**src/rtl/piso_pkg.sv**
```systemverilog
// Shared definitions for the piso_shift_tx transmitter: FSM encoding and size helpers.
// Defining PISO_TX_PARITY_EN appends one odd-parity bit to every transmitted word.
package piso_pkg;

  typedef enum logic {
    ST_IDLE  = 1'b0,
    ST_SHIFT = 1'b1
  } state_e;

  function automatic int clog2_f(input int n);
    int r;
    r = 1;
    while ((1 << r) < n) r++;
    return r;
  endfunction

  // Number of bit times per word, including the parity bit when it is built in.
  function automatic int nbits_f(input int width);
`ifdef PISO_TX_PARITY_EN
    return width + 1;
`else
    return width;
`endif
  endfunction

endpackage

```
**src/rtl/piso_shift_tx_if.sv**
```systemverilog
// Load/data/inhibit request side and serial/status side of the piso_shift_tx transmitter.
interface piso_shift_tx_if #(
  parameter int WIDTH = 8
);
  logic             LOAD;
  logic [WIDTH-1:0] D;
  logic             CLK_INH;
  logic             Q;
  logic             BUSY;
  logic             DONE;
  logic             OVR;

  modport master (
    output LOAD, D, CLK_INH,
    input  Q, BUSY, DONE, OVR
  );

  modport slave (
    input  LOAD, D, CLK_INH,
    output Q, BUSY, DONE, OVR
  );
endinterface

```
**src/rtl/piso_bit_counter.sv**
```systemverilog
// Loadable down-counter tracking remaining bit times; freezes when en is low.
module piso_bit_counter #(
  parameter int CNT_W = 3
) (
  input  logic             clk,
  input  logic             clr_n,
  input  logic             en,
  input  logic             ld,
  input  logic [CNT_W-1:0] ld_val,
  input  logic             dec,
  output logic             zero_o
);

  logic [CNT_W-1:0] cnt_q, cnt_d;

  always_comb begin
    cnt_d = cnt_q;
    if (en) begin
      if (ld) begin
        cnt_d = ld_val;
      end else if (dec && (cnt_q != '0)) begin
        cnt_d = cnt_q - CNT_W'(1);
      end
    end
  end

  always_ff @(posedge clk or negedge clr_n) begin
    if (!clr_n) begin
      cnt_q <= '0;
    end else begin
      cnt_q <= cnt_d;
    end
  end

  assign zero_o = (cnt_q == '0);

endmodule

```
**src/rtl/piso_shift_tx.sv**
```systemverilog
// Parallel-in/serial-out transmitter with BUSY/DONE handshake, overrun flag and clock inhibit.
// Optional build macro PISO_TX_PARITY_EN sends an odd-parity bit after the data bits.
module piso_shift_tx
  import piso_pkg::*;
#(
  parameter int WIDTH     = 8,
  parameter bit MSB_FIRST = 1'b1
) (
  input logic            CLK,
  input logic            CLR_N,
  piso_shift_tx_if.slave bus
);

  localparam int               NBITS   = nbits_f(WIDTH);
  localparam int               CNT_W   = clog2_f(NBITS);
  localparam logic [CNT_W-1:0] CNT_TOP = CNT_W'(NBITS - 1);

  state_e           state_q, state_d;
  logic [NBITS-1:0] sr_q, sr_d;
  logic             q_q, q_d;
  logic             busy_q, busy_d;
  logic             done_q, done_d;
  logic             ovr_q, ovr_d;

  logic [NBITS-1:0] word_seq;
  logic             accept;
  logic             cnt_zero;

  // word_seq[0] is the bit on the wire first; the rest follow in index order.
  always_comb begin
    word_seq = '0;
    for (int i = 0; i < WIDTH; i++) begin
      word_seq[i] = MSB_FIRST ? bus.D[WIDTH-1-i] : bus.D[i];
    end
`ifdef PISO_TX_PARITY_EN
    word_seq[WIDTH] = ~^bus.D;
`endif
  end

  assign accept = bus.LOAD && ((state_q == ST_IDLE) || cnt_zero);

  piso_bit_counter #(
    .CNT_W (CNT_W)
  ) u_cnt (
    .clk    (CLK),
    .clr_n  (CLR_N),
    .en     (~bus.CLK_INH),
    .ld     (accept),
    .ld_val (CNT_TOP),
    .dec    ((state_q == ST_SHIFT) && !cnt_zero),
    .zero_o (cnt_zero)
  );

  always_comb begin
    state_d = state_q;
    sr_d    = sr_q;
    q_d     = q_q;
    busy_d  = busy_q;
    done_d  = 1'b0;
    ovr_d   = 1'b0;
    if (!bus.CLK_INH) begin
      case (state_q)
        ST_IDLE: begin
          if (accept) begin
            sr_d    = word_seq >> 1;
            q_d     = word_seq[0];
            busy_d  = 1'b1;
            state_d = ST_SHIFT;
          end else begin
            q_d    = 1'b0;
            busy_d = 1'b0;
          end
        end
        ST_SHIFT: begin
          if (!cnt_zero) begin
            sr_d  = sr_q >> 1;
            q_d   = sr_q[0];
            ovr_d = bus.LOAD;
          end else begin
            // Last bit time is over; a load here chains the next word with no gap.
            done_d = 1'b1;
            if (accept) begin
              sr_d    = word_seq >> 1;
              q_d     = word_seq[0];
              busy_d  = 1'b1;
              state_d = ST_SHIFT;
            end else begin
              sr_d    = '0;
              q_d     = 1'b0;
              busy_d  = 1'b0;
              state_d = ST_IDLE;
            end
          end
        end
        default: state_d = ST_IDLE;
      endcase
    end
  end

  always_ff @(posedge CLK or negedge CLR_N) begin
    if (!CLR_N) begin
      state_q <= ST_IDLE;
      sr_q    <= '0;
      q_q     <= 1'b0;
      busy_q  <= 1'b0;
      done_q  <= 1'b0;
      ovr_q   <= 1'b0;
    end else begin
      state_q <= state_d;
      sr_q    <= sr_d;
      q_q     <= q_d;
      busy_q  <= busy_d;
      done_q  <= done_d;
      ovr_q   <= ovr_d;
    end
  end

  assign bus.Q    = q_q;
  assign bus.BUSY = busy_q;
  assign bus.DONE = done_q;
  assign bus.OVR  = ovr_q;

endmodule

```
**src/flat_wrapper.sv**
```systemverilog
// flat-port wrapper written by rule: the top's interface ports become plain ports
module piso_shift_tx_flat import piso_pkg::*;
#(
  parameter int WIDTH     = 8,
  parameter bit MSB_FIRST = 1'b1
)
  (CLK, CLR_N, bus_LOAD, bus_D, bus_CLK_INH, bus_Q, bus_BUSY, bus_DONE, bus_OVR);
  piso_shift_tx_if #(.WIDTH(WIDTH)) bus_i ();
  input logic CLK;
  input logic CLR_N;
  input wire logic [$bits(bus_i.LOAD)-1:0] bus_LOAD;
  input wire logic [$bits(bus_i.D)-1:0] bus_D;
  input wire logic [$bits(bus_i.CLK_INH)-1:0] bus_CLK_INH;
  output wire logic [$bits(bus_i.Q)-1:0] bus_Q;
  output wire logic [$bits(bus_i.BUSY)-1:0] bus_BUSY;
  output wire logic [$bits(bus_i.DONE)-1:0] bus_DONE;
  output wire logic [$bits(bus_i.OVR)-1:0] bus_OVR;
  assign bus_i.LOAD = bus_LOAD;
  assign bus_i.D = bus_D;
  assign bus_i.CLK_INH = bus_CLK_INH;
  assign bus_Q = bus_i.Q;
  assign bus_BUSY = bus_i.BUSY;
  assign bus_DONE = bus_i.DONE;
  assign bus_OVR = bus_i.OVR;
  piso_shift_tx #(.WIDTH(WIDTH), .MSB_FIRST(MSB_FIRST)) u_core (.CLK(CLK), .CLR_N(CLR_N), .bus(bus_i));
endmodule
```
**config.mk**
```make
export PLATFORM = sky130hd
export DESIGN_NAME = piso_shift_tx_flat
export DESIGN_NICKNAME = d
export VERILOG_FILES = /design/src/rtl/piso_pkg.sv /design/src/rtl/piso_shift_tx_if.sv /design/src/rtl/piso_bit_counter.sv /design/src/rtl/piso_shift_tx.sv /design/src/flat_wrapper.sv
export SDC_FILE = /design/constraint.sdc
export NUM_CORES = 1
export LEC_CHECK = 0
export ABC_AREA = 1
export CAP_MARGIN = 20
export CORE_MARGIN = 2
export CORE_UTILIZATION = 52
export CTS_BUF_LIST = sky130_fd_sc_hd__clkbuf_8
export DETAILED_ROUTE_END_ITERATION = 7
export GPL_TIMING_DRIVEN = 0
export PLACE_DENSITY = 0.92
export SLEW_MARGIN = 5
export SYNTH_ARGS = -nofsm -noshare
export SYNTH_HDL_FRONTEND = slang
export SYNTH_HIERARCHICAL = 1
export SYNTH_SLANG_ARGS = --single-unit
export TNS_END_PERCENT = 30
```
**constraint.sdc**
```tcl
create_clock -name CLK -period 2 [get_ports CLK]
set_clock_uncertainty 0.05 [all_clocks]
set_input_delay 0.2 -clock CLK [delete_from_list [all_inputs] [get_ports CLK]]
set_output_delay 0.2 -clock CLK [all_outputs]
set_load 0.01 [all_outputs]
```
==> results of run 1 <==
-- how the worst min path moves through the flow --
stage               cells after the start                     to  slack (ns)             startpoint
floorplan                               0        u_core/bus.BUSY       -0.15                  CLR_N
global placement                        2  u_core/u_cnt/cnt_q[1]        0.41  u_core/u_cnt/cnt_q[1]
detailed placement                      2  u_core/u_cnt/cnt_q[1]        0.42  u_core/u_cnt/cnt_q[1]
CTS                                     1         u_core/sr_q[3]        0.33                  CLR_N
global route                            1         u_core/sr_q[3]        0.38                  CLR_N
finish                                  1         u_core/sr_q[3]        0.32                  CLR_N
-- logic make-up (layout without fill, tap and decap cells) --
family | Yosys count | after routing | share of synthesized area
AO/OA/AOI/OAI | 7 | 7 | 0.05008
adder cells (fa/ha/maj) | 2 | 2 | 0.03034
buffers and inverters | 19 | 38 | 0.1077
flip-flops | 15 | 15 | 0.4552
other | 1 | 3 | 0.004548
AND/OR/NAND/NOR | 66 | 66 | 0.3521
-- cell type report --
cell class | instances | area, µm²
timing repair buffer | 15 | 150.1
multi-input combinational | 78 | 370.4
clock inverter | 1 | 3.754
tap | 16 | 20.02
sequential | 15 | 375.4
buffer | 2 | 22.52
clock buffer | 3 | 41.29
inverter | 17 | 66.31
fill | 116 | 439.2
-- state kept, by name, indices dropped and copies added (netlist names) --
signal              count
u_core/sr_q             7
u_core/u_cnt/cnt_q      3
u_core/bus.BUSY         1
u_core/bus.DONE         1
u_core/bus.OVR          1
u_core/bus.Q            1
u_core/state_q          1
-- report_power, final --
group          internal, mW  switching, mW
clock                 0.136          0.104
sequential            0.435         0.0701
combinational         0.302          0.419
-- synthesized netlist by cell type --
cell type / number / area [µm²]
nand2_1: 21 / 78.83
nand2_4: 1 / 11.26
buf_6: 2 / 22.52
nand3_1: 14 / 70.07
a21oi_2: 1 / 8.760
nor2_1: 25 / 93.84
nand2_2: 4 / 25.02
o21a_1: 1 / 7.510
a21oi_1: 1 / 5.000
o21ai_0: 4 / 20.02
inv_4: 1 / 6.260
nor2_4: 1 / 11.26
inv_2: 3 / 11.26
ha_1: 2 / 25.02
dfrtp_1: 15 / 375.4
inv_1: 13 / 48.80
conb_1: 1 / 3.750
-- repair_timing --
| item | in CTS | in global routing |
|---|---|---|
| endpoints found under the hold margin | 0 | 0 |
| resized for setup | 0 | 1 |
| endpoints found under the setup margin | 0 | 3 |
-- per-layer routing --
metal  global-route usage  vias up
met5                    0        -
met4              0.07273        0
met3              0.05000        2
li1                     -      376
met1               0.2660      325
met2               0.3088       23
==> results.toml, run 1 <==
[drt]
post-route-drc-count = 0
avgViaCountPerCell = 4.939
routed_wl_um = 1662
drtAntennaViolNets = 0
top_layer = "met4"
wirelength_met1_um = 788
dr_wl_met3_um = 101
first_pass_iters = 4
vias = 726
drtIter0Drc = 17
wire_per_inst_um = 11.31
wl_met2_um = 750

[clocking]
htree_levels = 1
cts_root_buf = "clkbuf_8"
cts_tree = "built"
clkLatencyLatePin_ns = 0.25
cts_sinks = 15
clockBufferDepth = 2
clk_pin_slew_ns = 0.06
post_cts_buffers = 0
numCtsBuffers = 3
cts_hold_buffers = 0

[timing]
whs_ns = 0.3153
slew_viol_final = 0
finalCritPeriodShare = 0.8858
finalWorstSetupSlack_ns = 0.2284
rsz0062_at_grt = "false"
finalSetupTns_ns = 0
setup_viol = 0
timing.final.crit_period_ns = 1.772
timing_hold_violations_final = 0
worst_pin_slew_ns = 0.6781
slew_headroom = 0.5465
fmax_ghz = 0.5645

[die]
start_util = 0.5538
fp.coreArea_mm2 = 0.001489
pin_count = 16
dieArea_mm2 = 0.001920
die_w_um = 43.82
fp.dieH_um = 43.82
num_rows = 14

[placement]
post-dp-hpwl_um = 1202
gp_congestion = 0.7494
placed_cell_area_mm2 = 0.001002
dp_cells = 143
pre_cts_ws_ns = 0.1162
port_buffers = 15

[critical_path]
crit_buf_inv = 2
critical-path-top-delay-family = "simple AND/OR/NAND/NOR gates"
reg2reg_to = "u_core/u_cnt/cnt_q[2]"
crit_chain = "inv_1 -> ha_1 -> ha_1 -> nor2_4 -> nor2_2 -> inv_2 -> nand2_2 -> nand2_2 -> nand2_1 -> nand2_1"
slowest_stage = "dfrtp_1"
worstSetupStartpointType = "flip-flop"
critPathLaunch = "u_core/u_cnt/cnt_q[0]"
worst-path-stages = 10
crit_path_end_kind = "flip-flop"
cpPeakStageDelay_ns = 0.39
reg2regPathDepth = 10
reg2reg_from = "u_core/u_cnt/cnt_q[0]"
required_ns = 2.09
r2r_slack_ns = 0.23
cp_max_fo = 9
cp-endpoint = "u_core/u_cnt/cnt_q[2]"
critPathArrivalTime_ns = 1.86
crit_type = "reg2reg"

[final_layout]
drive_above_1_share = 0.1298
final_area_mm2 = 0.001050
stdcell_count = 147
fin_nets = 146
antenna_cells = 0
synthToLayoutAreaGrowth_pct = 27.31
fin_util = 0.7050
layout_commonest_cell = "nor2_1"
mostFrequentLayoutCells = "nor2_1 (24), nand2_1 (21), clkdlybuf4s50_1 (15), dfrtp_1 (15)"

[power]
power_density_mw_per_mm2 = 1397
total_power_mw = 1.467
leakagePower_nw = 0.5483
max-vdd-ir-drop_uv = 741.3

[hold_path]
hold_class = "in2async"

[global_routing]
grt.total_usage = 0.1981
grt_overflow = 0
grt_max_degree = 16
antenna_found_initial = 0
grt_first_pass_wirelength_um = 2787
grt_pass1_vias = 651

[logic_synthesis]
syn_area_um2 = 824.5
yosysSeqAreaShare = 0.4552
yosys_warnings = 6
ys_ff_latch = 15
ys_types = 17
syn_avg_cell_area_um2 = 7.496
synthCells = 110

[job]
maxCapViolCount = 0

[run_status]
run_status = "finished, final reports clean"
Note: power is estimated with default switching activity, not from simulation.
==> inputs of run 2 (changes only) <==
Settings changed: CTS_CLUSTER_SIZE set to 8, TNS_END_PERCENT 30 to not set.
==> results of run 2 <==
The final DEF is identical to that of run 1; final timing and power are the same.
